$ cat src/rtl/uart_periph_if.sv
// uart_periph_if: MEM-stage data-bus bundle for the UART peripheral.
//   addr     32  byte address (addr[1:0] ignored by the peripheral)
//   wdata    32  store data
//   MemRead   1  load strobe, one cycle per access
//   MemWrite  1  store strobe, one cycle per access
//   rdata    32  combinational read data from the peripheral
// Handshake: there is no valid/ready pair. MemRead/MemWrite act as "valid",
// and the peripheral is always ready. An access completes in the cycle in
// which its strobe is high: rdata is valid in that cycle, and any side effect
// takes place at the closing clock edge.
interface uart_periph_if;
    logic [31:0] addr;
    logic [31:0] wdata;
    logic        MemRead;
    logic        MemWrite;
    logic [31:0] rdata;

    modport master (output addr, wdata, MemRead, MemWrite, input rdata);
    modport slave  (input addr, wdata, MemRead, MemWrite, output rdata);
endinterface

$ cat src/rtl/uart_periph.sv
// uart_periph: memory-mapped 8N1 UART with TXD/RXD/CON registers and a level irq.
//   clk, rst      system clock and synchronous active-high reset
//   bus           uart_periph_if.slave (addr/wdata/MemRead/MemWrite/rdata)
//   rx            asynchronous serial input, idle high
//   tx            registered serial output, idle high
//   irq           registered level interrupt: (TXIE & TX_DONE) | (RXIE & RX_VALID)
//   dbg_tx_state  current TX FSM state
//   dbg_rx_state  current RX FSM state
// CON bits: [0]=TXIE [1]=RXIE [2]=TX_DONE [3]=RX_VALID [4]=TX_BUSY [5]=OVERRUN [6]=FRAME_ERR
module uart_periph #(
    parameter int          CLKS_PER_BIT = 5208,
    parameter logic [31:0] BASE_ADDR    = 32'h4000_0018
) (
    input  logic                clk,
    input  logic                rst,
    uart_periph_if.slave        bus,
    input  logic                rx,
    output logic                tx,
    output logic                irq,
    output logic [1:0]          dbg_tx_state,
    output logic [2:0]          dbg_rx_state
);
    localparam int             CW       = $clog2(CLKS_PER_BIT);
    localparam logic [CW-1:0]  CNT_LAST = CW'(CLKS_PER_BIT - 1);
    localparam logic [CW-1:0]  CNT_HALF = CW'(CLKS_PER_BIT / 2 - 1);
    localparam logic [29:0]    TXD_W    = BASE_ADDR[31:2];
    localparam logic [29:0]    RXD_W    = TXD_W + 30'd1;
    localparam logic [29:0]    CON_W    = TXD_W + 30'd2;

    typedef enum logic [1:0] {TX_IDLE, TX_START, TX_DATA, TX_STOP} tx_state_e;
    // RX_BREAK holds off re-arming after a framing error until the line is high again.
    typedef enum logic [2:0] {RX_IDLE, RX_START, RX_DATA, RX_STOP, RX_BREAK} rx_state_e;

    tx_state_e     tx_state_q, tx_state_d;
    rx_state_e     rx_state_q, rx_state_d;
    logic [CW-1:0] tx_cnt_q, tx_cnt_d, rx_cnt_q, rx_cnt_d;
    logic [2:0]    tx_bit_q, tx_bit_d, rx_bit_q, rx_bit_d;
    logic [7:0]    txd_q, txd_d, rxd_q, rxd_d, rx_shift_q, rx_shift_d;
    logic          txie_q, txie_d, rxie_q, rxie_d;
    logic          tx_done_q, tx_done_d, rx_valid_q, rx_valid_d;
    logic          overrun_q, overrun_d, frame_err_q, frame_err_d;
    logic          tx_q, tx_d, irq_q, irq_d;
    logic          rx_s1_q, rx_s1_d, rx_s2_q, rx_s2_d;

    logic sel_txd, sel_rxd, sel_con;
    logic txd_wr, con_wr, con_rd, rxd_rd, tx_busy;
    logic unused_bits;

    assign sel_txd = (bus.addr[31:2] == TXD_W);
    assign sel_rxd = (bus.addr[31:2] == RXD_W);
    assign sel_con = (bus.addr[31:2] == CON_W);
    assign txd_wr  = bus.MemWrite & sel_txd;
    assign con_wr  = bus.MemWrite & sel_con;
    assign con_rd  = bus.MemRead & sel_con;
    assign rxd_rd  = bus.MemRead & sel_rxd;
    assign tx_busy = (tx_state_q != TX_IDLE);
    assign unused_bits = ^{bus.addr[1:0], bus.wdata[31:8]};

    assign tx           = tx_q;
    assign irq          = irq_q;
    assign dbg_tx_state = tx_state_q;
    assign dbg_rx_state = rx_state_q;

    always_comb begin
        bus.rdata = 32'd0;
        if (bus.MemRead) begin
            if (sel_txd)      bus.rdata = {24'd0, txd_q};
            else if (sel_rxd) bus.rdata = {24'd0, rxd_q};
            else if (sel_con) bus.rdata = {25'd0, frame_err_q, overrun_q, tx_busy,
                                           rx_valid_q, tx_done_q, rxie_q, txie_q};
        end
    end

    always_comb begin
        tx_state_d  = tx_state_q;
        rx_state_d  = rx_state_q;
        tx_cnt_d    = tx_cnt_q;
        rx_cnt_d    = rx_cnt_q;
        tx_bit_d    = tx_bit_q;
        rx_bit_d    = rx_bit_q;
        txd_d       = txd_q;
        rxd_d       = rxd_q;
        rx_shift_d  = rx_shift_q;
        txie_d      = txie_q;
        rxie_d      = rxie_q;
        tx_done_d   = tx_done_q;
        rx_valid_d  = rx_valid_q;
        overrun_d   = overrun_q;
        frame_err_d = frame_err_q;
        rx_s1_d     = rx;
        rx_s2_d     = rx_s1_q;

        if (con_wr) {rxie_d, txie_d} = bus.wdata[1:0];
        // Read-side clears come first so that a set event later in this block wins.
        if (con_rd) begin
            tx_done_d   = 1'b0;
            overrun_d   = 1'b0;
            frame_err_d = 1'b0;
        end
        if (rxd_rd) rx_valid_d = 1'b0;

        case (tx_state_q)
            TX_IDLE: begin
                tx_cnt_d = '0;
                if (txd_wr) begin
                    txd_d      = bus.wdata[7:0];
                    tx_done_d  = 1'b0;
                    tx_bit_d   = 3'd0;
                    tx_state_d = TX_START;
                end
            end
            TX_START: begin
                if (tx_cnt_q == CNT_LAST) begin
                    tx_cnt_d   = '0;
                    tx_state_d = TX_DATA;
                end else tx_cnt_d = tx_cnt_q + CW'(1);
            end
            TX_DATA: begin
                if (tx_cnt_q == CNT_LAST) begin
                    tx_cnt_d = '0;
                    tx_bit_d = tx_bit_q + 3'd1;
                    if (tx_bit_q == 3'd7) tx_state_d = TX_STOP;
                end else tx_cnt_d = tx_cnt_q + CW'(1);
            end
            default: begin
                if (tx_cnt_q == CNT_LAST) begin
                    tx_cnt_d   = '0;
                    tx_done_d  = 1'b1;
                    tx_state_d = TX_IDLE;
                end else tx_cnt_d = tx_cnt_q + CW'(1);
            end
        endcase

        // tx is registered from the current state, so the line lags the FSM by one cycle.
        case (tx_state_q)
            TX_START: tx_d = 1'b0;
            TX_DATA:  tx_d = txd_q[tx_bit_q];
            default:  tx_d = 1'b1;
        endcase

        case (rx_state_q)
            RX_IDLE: begin
                rx_cnt_d = '0;
                if (!rx_s2_q) rx_state_d = RX_START;
            end
            RX_START: begin
                if (rx_cnt_q == CNT_HALF) begin
                    rx_cnt_d   = '0;
                    rx_bit_d   = 3'd0;
                    rx_state_d = rx_s2_q ? RX_IDLE : RX_DATA;
                end else rx_cnt_d = rx_cnt_q + CW'(1);
            end
            RX_DATA: begin
                if (rx_cnt_q == CNT_LAST) begin
                    rx_cnt_d   = '0;
                    rx_shift_d = {rx_s2_q, rx_shift_q[7:1]};
                    rx_bit_d   = rx_bit_q + 3'd1;
                    if (rx_bit_q == 3'd7) rx_state_d = RX_STOP;
                end else rx_cnt_d = rx_cnt_q + CW'(1);
            end
            RX_STOP: begin
                if (rx_cnt_q == CNT_LAST) begin
                    rx_cnt_d = '0;
                    if (rx_s2_q) begin
                        rxd_d      = rx_shift_q;
                        rx_valid_d = 1'b1;
                        if (rx_valid_q) overrun_d = 1'b1;
                        rx_state_d = RX_IDLE;
                    end else begin
                        frame_err_d = 1'b1;
                        rx_state_d  = RX_BREAK;
                    end
                end else rx_cnt_d = rx_cnt_q + CW'(1);
            end
            RX_BREAK: begin
                rx_cnt_d = '0;
                if (rx_s2_q) rx_state_d = RX_IDLE;
            end
            default: rx_state_d = RX_IDLE;
        endcase

        irq_d = (txie_q & tx_done_q) | (rxie_q & rx_valid_q);
    end

    always_ff @(posedge clk) begin
        if (rst) begin
            tx_state_q  <= TX_IDLE;
            rx_state_q  <= RX_IDLE;
            tx_cnt_q    <= '0;
            rx_cnt_q    <= '0;
            tx_bit_q    <= 3'd0;
            rx_bit_q    <= 3'd0;
            txd_q       <= 8'd0;
            rxd_q       <= 8'd0;
            rx_shift_q  <= 8'd0;
            txie_q      <= 1'b0;
            rxie_q      <= 1'b0;
            tx_done_q   <= 1'b0;
            rx_valid_q  <= 1'b0;
            overrun_q   <= 1'b0;
            frame_err_q <= 1'b0;
            tx_q        <= 1'b1;
            irq_q       <= 1'b0;
            rx_s1_q     <= 1'b1;
            rx_s2_q     <= 1'b1;
        end else begin
            tx_state_q  <= tx_state_d;
            rx_state_q  <= rx_state_d;
            tx_cnt_q    <= tx_cnt_d;
            rx_cnt_q    <= rx_cnt_d;
            tx_bit_q    <= tx_bit_d;
            rx_bit_q    <= rx_bit_d;
            txd_q       <= txd_d;
            rxd_q       <= rxd_d;
            rx_shift_q  <= rx_shift_d;
            txie_q      <= txie_d;
            rxie_q      <= rxie_d;
            tx_done_q   <= tx_done_d;
            rx_valid_q  <= rx_valid_d;
            overrun_q   <= overrun_d;
            frame_err_q <= frame_err_d;
            tx_q        <= tx_d;
            irq_q       <= irq_d;
            rx_s1_q     <= rx_s1_d;
            rx_s2_q     <= rx_s2_d;
        end
    end
endmodule
$ cat src/flat_wrapper.sv
// flat-port wrapper written by rule: the top's interface ports become plain ports
module uart_periph_flat 
#(
    parameter int          CLKS_PER_BIT = 5208,
    parameter logic [31:0] BASE_ADDR    = 32'h4000_0018
)
  (clk, rst, rx, tx, irq, dbg_tx_state, dbg_rx_state, bus_addr, bus_wdata, bus_MemRead, bus_MemWrite, bus_rdata);
  uart_periph_if bus_i ();
  input  logic clk;
  input  logic rst;
  input  logic rx;
  output logic tx;
  output logic irq;
  output logic [1:0] dbg_tx_state;
  output logic [2:0] dbg_rx_state;
  input wire logic [$bits(bus_i.addr)-1:0] bus_addr;
  input wire logic [$bits(bus_i.wdata)-1:0] bus_wdata;
  input wire logic [$bits(bus_i.MemRead)-1:0] bus_MemRead;
  input wire logic [$bits(bus_i.MemWrite)-1:0] bus_MemWrite;
  output wire logic [$bits(bus_i.rdata)-1:0] bus_rdata;
  assign bus_i.addr = bus_addr;
  assign bus_i.wdata = bus_wdata;
  assign bus_i.MemRead = bus_MemRead;
  assign bus_i.MemWrite = bus_MemWrite;
  assign bus_rdata = bus_i.rdata;
  uart_periph #(.CLKS_PER_BIT(CLKS_PER_BIT), .BASE_ADDR(BASE_ADDR)) u_core (.clk(clk), .rst(rst), .bus(bus_i), .rx(rx), .tx(tx), .irq(irq), .dbg_tx_state(dbg_tx_state), .dbg_rx_state(dbg_rx_state));
endmodule
$ cat config.mk
export PLATFORM = sky130hd
export DESIGN_NAME = uart_periph_flat
export DESIGN_NICKNAME = d
export VERILOG_FILES = /design/src/rtl/uart_periph_if.sv /design/src/rtl/uart_periph.sv /design/src/flat_wrapper.sv
export SDC_FILE = /design/constraint.sdc
export NUM_CORES = 1
export LEC_CHECK = 0
export CAP_MARGIN = 30
export CORE_MARGIN = 1.5
export CORE_UTILIZATION = 51
export CTS_CLUSTER_DIAMETER = 30
export DETAILED_ROUTE_END_ITERATION = 7
export PLACE_DENSITY = 0.94
export RECOVER_POWER = 25
export SETUP_SLACK_MARGIN = 0.05
export SYNTH_ARGS = -nofsm -noshare
export SYNTH_HDL_FRONTEND = slang
export SYNTH_SLANG_ARGS = --single-unit
$ cat constraint.sdc
create_clock -name clk -period 3.2 [get_ports clk]
set_clock_uncertainty 0.15 [all_clocks]
set_input_delay 0.32 -clock clk [delete_from_list [all_inputs] [get_ports clk]]
set_output_delay 0.32 -clock clk [all_outputs]
set_load 0.02 [all_outputs]
==> results of run 1 <==
[stage by stage]
step / total power [mW] / utilization (%) / setup slack (ps) / hold WS [ps] / std cells
after floorplan: 1.06 / - / 721 / 239 / 425
after global placement: 1.12 / 62.5 / -40.6 / 243 / 551
after detailed placement: 1.13 / 62.5 / -34.7 / 270 / 551
after CTS: 1.80 / 65.2 / 60.4 / 292 / 567
after global routing: 1.85 / 65.3 / 84.6 / 311 / 567
final: 1.79 / 65.3 / 141 / 292 / 567
[kinds of logic (layout without fill, tap and decap cells)]
family                     Yosys count  after routing  share of synthesized area [%]
xor gates and xnor gates            20             20                           4.75
and+or+nand+nor                    157            157                           25.6
AOI/OAI and AO/OA                   60             60                           10.6
buffers and inverters               55            101                           8.14
other                                1             24                          0.102
adders and majority gates           10             10                           3.39
DFF                                 71             71                           38.5
muxes                               28             28                           8.82
[worst max-delay path: stages]
cell and delay, ps:
clkdlybuf4s50_1 450, nor4_4 330, buf_4 160, nand4_2 140, buf_4 190, nor4_1 320, clkdlybuf4s50_1 680
[area by class of cell]
type	count	share of cell area (%)
clock buffer	9	2.75
clock inverter	7	1.36
inverter	16	1.33
multi-input combinational	299	45.6
sequential	71	31.5
tap	96	2.66
timing repair buffer	69	14.8
[registers in the layout, indices dropped and copies added (netlist names), 2 cells and up]
| name | cells |
|---|---|
| u_core.dbg_rx_state | 3 |
| u_core.rx_shift_q | 8 |
| u_core.tx_cnt_q | 13 |
| u_core.tx_bit_q | 3 |
| u_core.dbg_tx_state | 2 |
| u_core.txd_q | 8 |
| u_core.rxd_q | 8 |
| u_core.rx_bit_q | 3 |
| u_core.rx_cnt_q | 13 |
[power breakdown]
group,leakage (nW),total [mW],internal [mW],switching [mW]
registers,0.572,0.902,0.892,0.00940
logic,1.11,0.206,0.0917,0.115
clock network,0.0892,0.682,0.297,0.385
total,1.77,1.79,1.28,0.509
[cell usage after synthesis, types with 2 or more instances]
library cell	count
a21oi_1	16
inv_1	16
nor3_1	3
nand3_1	8
o21a_1	3
nor4_4	6
a22o_1	2
nand2_1	33
or2_2	3
nor4_1	2
mux2i_1	22
nor2b_1	5
and4_1	4
nor3b_1	4
ha_1	10
o211ai_1	4
a32o_1	2
mux4_2	3
and3b_1	2
buf_4	24
nand4_1	8
dfxtp_1	71
xor2_1	11
o21ai_1	4
a2bb2oi_1	4
or3_1	4
o21ai_0	8
nor2_1	54
nor4_2	3
a22oi_1	8
and3_1	6
o21bai_1	2
xnor2_1	9
buf_2	3
nand2b_1	2
clkbuf_1	12
[how the worst max path moves through the flow]
stage                       from           end  slack (ps)  cells after the start
finish              bus_addr[11]  bus_rdata[7]         140                      7
global placement    bus_addr[19]  bus_rdata[6]         -40                      6
global route        bus_addr[11]  bus_rdata[7]          80                      7
CTS                 bus_addr[19]  bus_rdata[6]          60                      9
detailed placement  bus_addr[20]  bus_rdata[1]         -30                      6
floorplan           bus_addr[25]  bus_rdata[1]         720                      5
[routing by layer]
layer | GRT usage (%) | share of wire [%]
met4 | 10.2 | 1.8
met1 | 24.8 | 40
met3 | 4.34 | 5.9
met2 | 40.9 | 52
met5 | 0 | 0
==> results.md, run 1 <==
- Crit path kind: in2out
- Later-pin clock latency in the skew report: between 300 and 400 ps
- Asr flop ratio synth: 0%
- Initial antenna violation count: 0
- Fmax: ~330 MHz
- Final Hold Viols: 0
- Initial DRC count: between 150 and 200
- FF+latch area: about 1400 um^2
- MaxCap Viol Count: 1
- Period utilization: between 90% and 100%
- Relative slew slack: -0.866%
- CTS tree: built
- Area of the multi-input gates: between 2000 and 2500 um^2
- Clock transition at the registers of the reported paths: 80 ps
- Root buffer cell: clkbuf_8
- CTS Buffer Depth: 2
- Synth Flop Type: dfxtp_1
- CTS resizes: 2
- Pwr/cell area: roughly 400 nW/um^2
- Worst-margin pin slew: 1510 ps
- Failing checks: max-capacitance violations, max-slew violations
- CTS buffer count: 9
- Hold Path Class: reg2reg
- Status: complete, but fails checks
- Synth warnings: 0
- Critical Path End Type: output pin
- Crit path DAT: between 2000 and 3000 ps
- WP data required: 2730 ps
- Area leader, netlist: dfxtp_1
- Top cells by area, synth: dfxtp_1, mux2i_1, nor2_1
- Final min period: 3060 ps
- Lkg Pwr: 1.77 nW
- CTS H-Tree Depth: 3
- Slew Viols, Final: 36
- CTS Hold Bufs: 0
- RR Startpoint: u_core.rx_cnt_q[0]$_SDFFE_PP0P_
- Layout Nets: 545
- Yosys reg bits: 71
- Diodes inserted: 0
- Via-to-Cell Ratio: approximately 5.4
- Layout cells sized above 1: 10.6%
- Hold Path End: u_core.rx_s2_q$_SDFF_PP1_
- Wire per inst: 14.8 um
- First-pass GRT wire length: 13400 um
- Gpl congestion: between 0.8 and 0.9
- Die Span Y: a little under 90 um
- Die area: 7750 um^2
- Worst setup SP type: primary input
- Top cell type's share of synthesized area: between 30% and 40%
- Synth-to-layout area growth: 22.3%
- Die width: between 80 and 90 um
- R2r endpoint: u_core.rxd_q[6]$_SDFFE_PP0P_
- Fill count: ~530
- Initial Utilization: a little over half
- Reg2Reg Setup Slack: just under 600 ps
- Number of synthesized flops with an enable pin: 0
- Overflow after GRT: 0
- Core footprint: around 6900 um^2
- HP Start: u_core.rx_s1_q$_SDFF_PP1_
- Worst Hold Depth: 1
- Post-Synthesis Cells: between 400 and 500
- First-pass DRT Iterations: 4
- Final Cell Area: about 4500 um^2
- Routed wire length: roughly 8400 um
- IO Pins: ~110
- Setup_tns: 0 ps
- Post-CTS setup buffer count: 0
- FF-to-FF path depth: 6
- Port bufs: 57
- Syn Area/Cell: just over 9 um^2
- Drt drc: 0
- Synthesized area: ~3700 um^2
- Leading cell type in the layout, fill and taps excluded: dfxtp_1
- Antenna-violating nets left: 0
- Unrepaired setup endpoints after global routing: false
- Most frequent cells in the layout: dfxtp_1, nor2_1, clkdlybuf4s50_1, nand2_1, conb_1
- Worst-path fanout max: 3
- Row count: 30
- Detail Placement HPWL: around 6000 um
- Count of cell types in the netlist: 57
- Largest net degree at the start of global routing: 36
- Vias in the first global route: approximately 3000
- Seq/Total Area, Yosys: roughly two fifths
- Final setup violation count: 0
- Clk sinks: 71
- Overall Global Routing Usage: approximately 22%
- VDD IR max: 277 uV
- Vias: roughly 3100
- Placed instance area: ~4300 um^2
Note: power is estimated with default switching activity, not from simulation.
==> run 2: changes to the inputs <==
Settings changed: CAP_MARGIN 30 to unset.
==> results of run 2 <==
No change in the layout: final DEF, timing and power equal those of run 1.
